File: src/rtl/barrel_shifter_pipe.sv
// Pipelined multifunction barrel shifter: rotate/shift by amt over AW registered
// log2 stages, with a single global advance for valid/ready backpressure.
module barrel_shifter_pipe #(
   parameter int W  = 8,
   parameter int AW = 3
) (
   input  logic          clk,
   input  logic          reset,
   input  logic          in_valid,
   output logic          in_ready,
   input  logic [W-1:0]  a,
   input  logic [AW-1:0] amt,
   input  logic [2:0]    op,
   output logic          out_valid,
   input  logic          out_ready,
   output logic [W-1:0]  y
);

   // Handshake: a transfer happens on a rising edge where valid && ready.
   // The whole pipe moves together when adv = !out_valid || out_ready;
   // in_ready is that same adv, and bubbles advance like data.

   localparam logic [2:0] OP_ROL = 3'b000;
   localparam logic [2:0] OP_ROR = 3'b001;
   localparam logic [2:0] OP_LSL = 3'b010;
   localparam logic [2:0] OP_LSR = 3'b011;
   localparam logic [2:0] OP_ASR = 3'b100;

   logic [W-1:0]  data_q [AW];
   logic [W-1:0]  data_d [AW];
   logic [2:0]    op_q   [AW];
   logic [2:0]    op_d   [AW];
   logic [AW-1:0] amt_q  [AW];
   logic [AW-1:0] amt_d  [AW];
   logic [AW-1:0] sign_q, sign_d;
   logic [AW-1:0] valid_q, valid_d;
   logic          adv;

   function automatic logic [W-1:0] shift_stage(input logic [W-1:0] d,
                                                input logic [2:0]   o,
                                                input logic         s,
                                                input int unsigned  sh);
      logic [W-1:0] fill;
      fill = s ? ~({W{1'b1}} >> sh) : '0;
      case (o)
         OP_ROL:  shift_stage = (d << sh) | (d >> (W - sh));
         OP_ROR:  shift_stage = (d >> sh) | (d << (W - sh));
         OP_LSL:  shift_stage = d << sh;
         OP_LSR:  shift_stage = d >> sh;
         OP_ASR:  shift_stage = (d >> sh) | fill;
         default: shift_stage = d;
      endcase
   endfunction

   for (genvar k = 0; k < AW; k++) begin : g_stage
      logic [W-1:0]  src_data;
      logic [2:0]    src_op;
      logic [AW-1:0] src_amt;
      logic          src_sign;
      logic          src_valid;

      if (k == 0) begin : g_first
         // The sign is frozen here so later stages fill with the original MSB.
         assign src_data  = a;
         assign src_op    = op;
         assign src_amt   = amt;
         assign src_sign  = a[W-1];
         assign src_valid = in_valid;
      end else begin : g_rest
         assign src_data  = data_q[k-1];
         assign src_op    = op_q[k-1];
         assign src_amt   = amt_q[k-1];
         assign src_sign  = sign_q[k-1];
         assign src_valid = valid_q[k-1];
      end

      assign data_d[k]  = src_amt[k] ? shift_stage(src_data, src_op, src_sign, 1 << k)
                                     : src_data;
      assign op_d[k]    = src_op;
      assign amt_d[k]   = src_amt;
      assign sign_d[k]  = src_sign;
      assign valid_d[k] = src_valid;
   end

   always_ff @(posedge clk) begin
      if (reset) begin
         for (int k = 0; k < AW; k++) begin
            data_q[k] <= '0;
            op_q[k]   <= '0;
            amt_q[k]  <= '0;
         end
         sign_q  <= '0;
         valid_q <= '0;
      end else if (adv) begin
         for (int k = 0; k < AW; k++) begin
            data_q[k] <= data_d[k];
            op_q[k]   <= op_d[k];
            amt_q[k]  <= amt_d[k];
         end
         sign_q  <= sign_d;
         valid_q <= valid_d;
      end
   end

   assign adv       = !valid_q[AW-1] || out_ready;
   assign in_ready  = adv;
   assign out_valid = valid_q[AW-1];
   assign y         = data_q[AW-1];

   // Last-stage side fields have no consumer downstream.
   logic unused_tail;
   assign unused_tail = ^{op_q[AW-1], amt_q[AW-1], sign_q[AW-1]};

endmodule
File: config.mk
export PLATFORM = sky130hd
export DESIGN_NAME = barrel_shifter_pipe
export DESIGN_NICKNAME = d
export VERILOG_FILES = /design/src/rtl/barrel_shifter_pipe.sv
export SDC_FILE = /design/constraint.sdc
export NUM_CORES = 1
export LEC_CHECK = 0
export ABC_AREA = 1
export CAP_MARGIN = 5
export CORE_MARGIN = 2
export CORE_UTILIZATION = 55
export CTS_CLUSTER_DIAMETER = 60
export DETAILED_ROUTE_END_ITERATION = 10
export PLACE_DENSITY = 0.89
export SYNTH_ARGS = -nofsm -noshare
export SYNTH_HDL_FRONTEND = slang
export SYNTH_SLANG_ARGS = --single-unit
File: constraint.sdc
create_clock -name clk -period 3.8 [get_ports clk]
set_input_delay 0.57 -clock clk [delete_from_list [all_inputs] [get_ports clk]]
set_output_delay 0.57 -clock clk [all_outputs]
set_load 0.01 [all_outputs]
==> metrics.txt <==
status=completed; number of iterations in the first detailed-routing pass=4; clock sinks=38; CP cell instances=clkdlybuf4s50_1, nor2_2, inv_1, clkdlybuf4s50_1; Crit Path Category=input port to output port; Worst-Margin Slew=0.7192 ns; global-route wire length before repair=6210 µm; post-route setup TNS=0 ns; fill count=301; worst skew pair latency=0.29 ns; Synth warnings=0; Critical R2R Launch=valid_q[2]; Final Skew=0.007849 ns; most common cell after layout, fill and taps aside=nand2_1; Worst-path clk slew=0.07 ns; layout cell share with drive strength beyond 1=0.06993; synthesis-stage register bit count=38; post-synthesis cell type count=20; Post-Synthesis Net Count=281; initial antenna violation count=0; number of instances resized during post-cts repair=0; synthesized instance count=263; fmax=432.7 MHz; overall routing resource usage=0.1894; global route total overflow=0; fin nets=303; row cnt=22; Port-buffer cells=27; Routed Antenna Nets=0; die area=4342 µm²; most frequent CP cell=clkdlybuf4s50_1; hold_sp=valid_q[0]; CP arrival=1.74 ns; crit path max-delay cell type=clkdlybuf4s50_1; setup bufs post-CTS=0; clk buf depth=2; Via density=5.042; overall die width=65.90 µm; synthesized area=2107 µm²; final worst path period need=2.311 ns; cell family with most CP delay=buffers and inverters; Tcrit/Tclk final=0.6082; crit path buf inv count=3; DRC=0; # setup viols final=0; sequential-to-total area share from yosys stat=0.5178; diodes inserted=0; Crit Path Max Fanout=4; vias=1684; Ports=28; data required time at the worst endpoint=3.23 ns; vias in the first global route=1578; Worst VDD drop=0.2813 mV; max-slew violations=0; Setup crit start kind=input port; Leak Pwr=1.105 nW; TritonCTS Buffers=5; area delta synth->final=17.70%; Die Span Y=65.90 µm; dpl hpwl=2751 µm; slew margin rel.=0.5200; Hold Vio Cnt, Final=0; # hold bufs at CTS=0; Root Driver=clkbuf_8; hold crit path type=flop to flop; global placer's final weighted congestion=0.9450; Setup crit end kind=output port; TritonCTS clock tree=yes; WL final=3698 µm; Initial Utilization=0.5755; most frequent cells in the layout=nand2_1 (60), nor2_1 (52), inv_1 (40); RSZ-0062 raised after global routing=false; CORE AREA=3661 µm²; MaxCap Viol Count=0; post-layout util=0.6774; largest net degree at the start of global routing=22; Slowest Stage Delay on Critical Path=0.48 ns; WL per Instance=11.07 µm; cell area power density=430.6 nW/µm²; H-tree Lvls=2; crit path from=out_ready; DRT iter0 DRCs=80; Syn Area/Cell=8.011 µm²
synthesized netlist by cell type:
master	number	area, µm²
nand2_1	60	225.2
nor2_1	52	195.2
inv_1	40	150.1
edfxtp_1	33	991.0
o21ai_0	21	105.1
nand3_1	13	65.06
buf_4	9	67.56
a21oi_1	8	40.04
dfxtp_1	5	100.1
nor2_4	4	45.04
nor2_2	3	18.77
o22ai_1	3	18.77
buf_6	2	22.52
inv_2	2	7.510
nand4_1	2	12.51
o21ai_1	2	10.01
a21boi_2	1	11.26
buf_2	1	5.000
clkbuf_4	1	7.510
o21ai_2	1	8.760
cells by family (layout without fill, tap and decap cells):
| kind of cell | count (synthesis) | after routing | synth area share |
|---|---|---|---|
| buffers and inverters | 55 | 78 | 0.1235 |
| AND/OR/NAND/NOR | 134 | 134 | 0.2666 |
| flip-flops | 38 | 38 | 0.5178 |
| AO/OA/AOI/OAI | 36 | 36 | 0.09204 |
worst register-to-register path, delay by kind of cell (launching register included):
kind,cells,cell delay (ns)
flops,1,0.32
compound gates,1,0.20
simple gates,3,0.69
buf+inv,3,0.43
stage by stage:
stage	hold WS (ns)	setup slack [ns]	total power, mW	cell area, µm²	instances
4_1_cts	0.4706	1.487	1.071	2480	334
6_report	0.4728	1.489	1.068	2480	334
3_5_place_dp	0.4565	1.350	0.6716	2342	326
5_1_grt	0.5084	1.443	1.111	2480	334
3_3_place_gp	0.4493	1.461	0.6649	2342	326
2_1_floorplan	0.4441	1.957	0.6239	2107	263
power by group:
| part | leakage (nW) | switching, mW | internal, mW | total, mW |
|---|---|---|---|---|
| sequential | 0.428 | 0.0188 | 0.491 | 0.510 |
| combinational | 0.608 | 0.0865 | 0.0668 | 0.153 |
| clock | 0.0683 | 0.142 | 0.263 | 0.404 |
| total | 1.10 | 0.247 | 0.821 | 1.07 |
flip-flops by register name, indices dropped and copies added (netlist names):
signal / count
amt_q: 3
data_q: 24
op_q: 6
sign_q: 2
valid_q: 3
worst paths after layout:
check | endpoint | slack [ns] | cells after the start
max | in_ready | 1.49 | 4
min | valid_q[1] | 0.47 | 2
max reg2reg | data_q[0][5] | 2.04 | 7
min reg2reg | valid_q[1] | 0.47 | 2
metal layers:
layer / up-vias / GRT usage / share of wire / wire length (µm)
li1: 869 / - / - / -
met1: 756 / 0.1721 / 0.38 / 1395
met2: 50 / 0.3851 / 0.56 / 2062
met3: 9 / 0.04600 / 0.044 / 164
met4: 0 / 0.08073 / 0.020 / 75
met5: - / 0 / 0 / 0
cell type report:
class / instances / area, µm² / share of cell area
Timing Repair Buffer: 28 / 277.8 / 0.1120
Tap cell: 48 / 60.06 / 0.02422
Clock buffer: 5 / 68.82 / 0.02775
Clock inverter: 3 / 68.82 / 0.02775
Sequential cell: 38 / 1091 / 0.4400
Inverter: 42 / 157.7 / 0.06357
Multi-Input combinational cell: 170 / 755.7 / 0.3047
No activity file was read; power rests on OpenSTA's default activity.
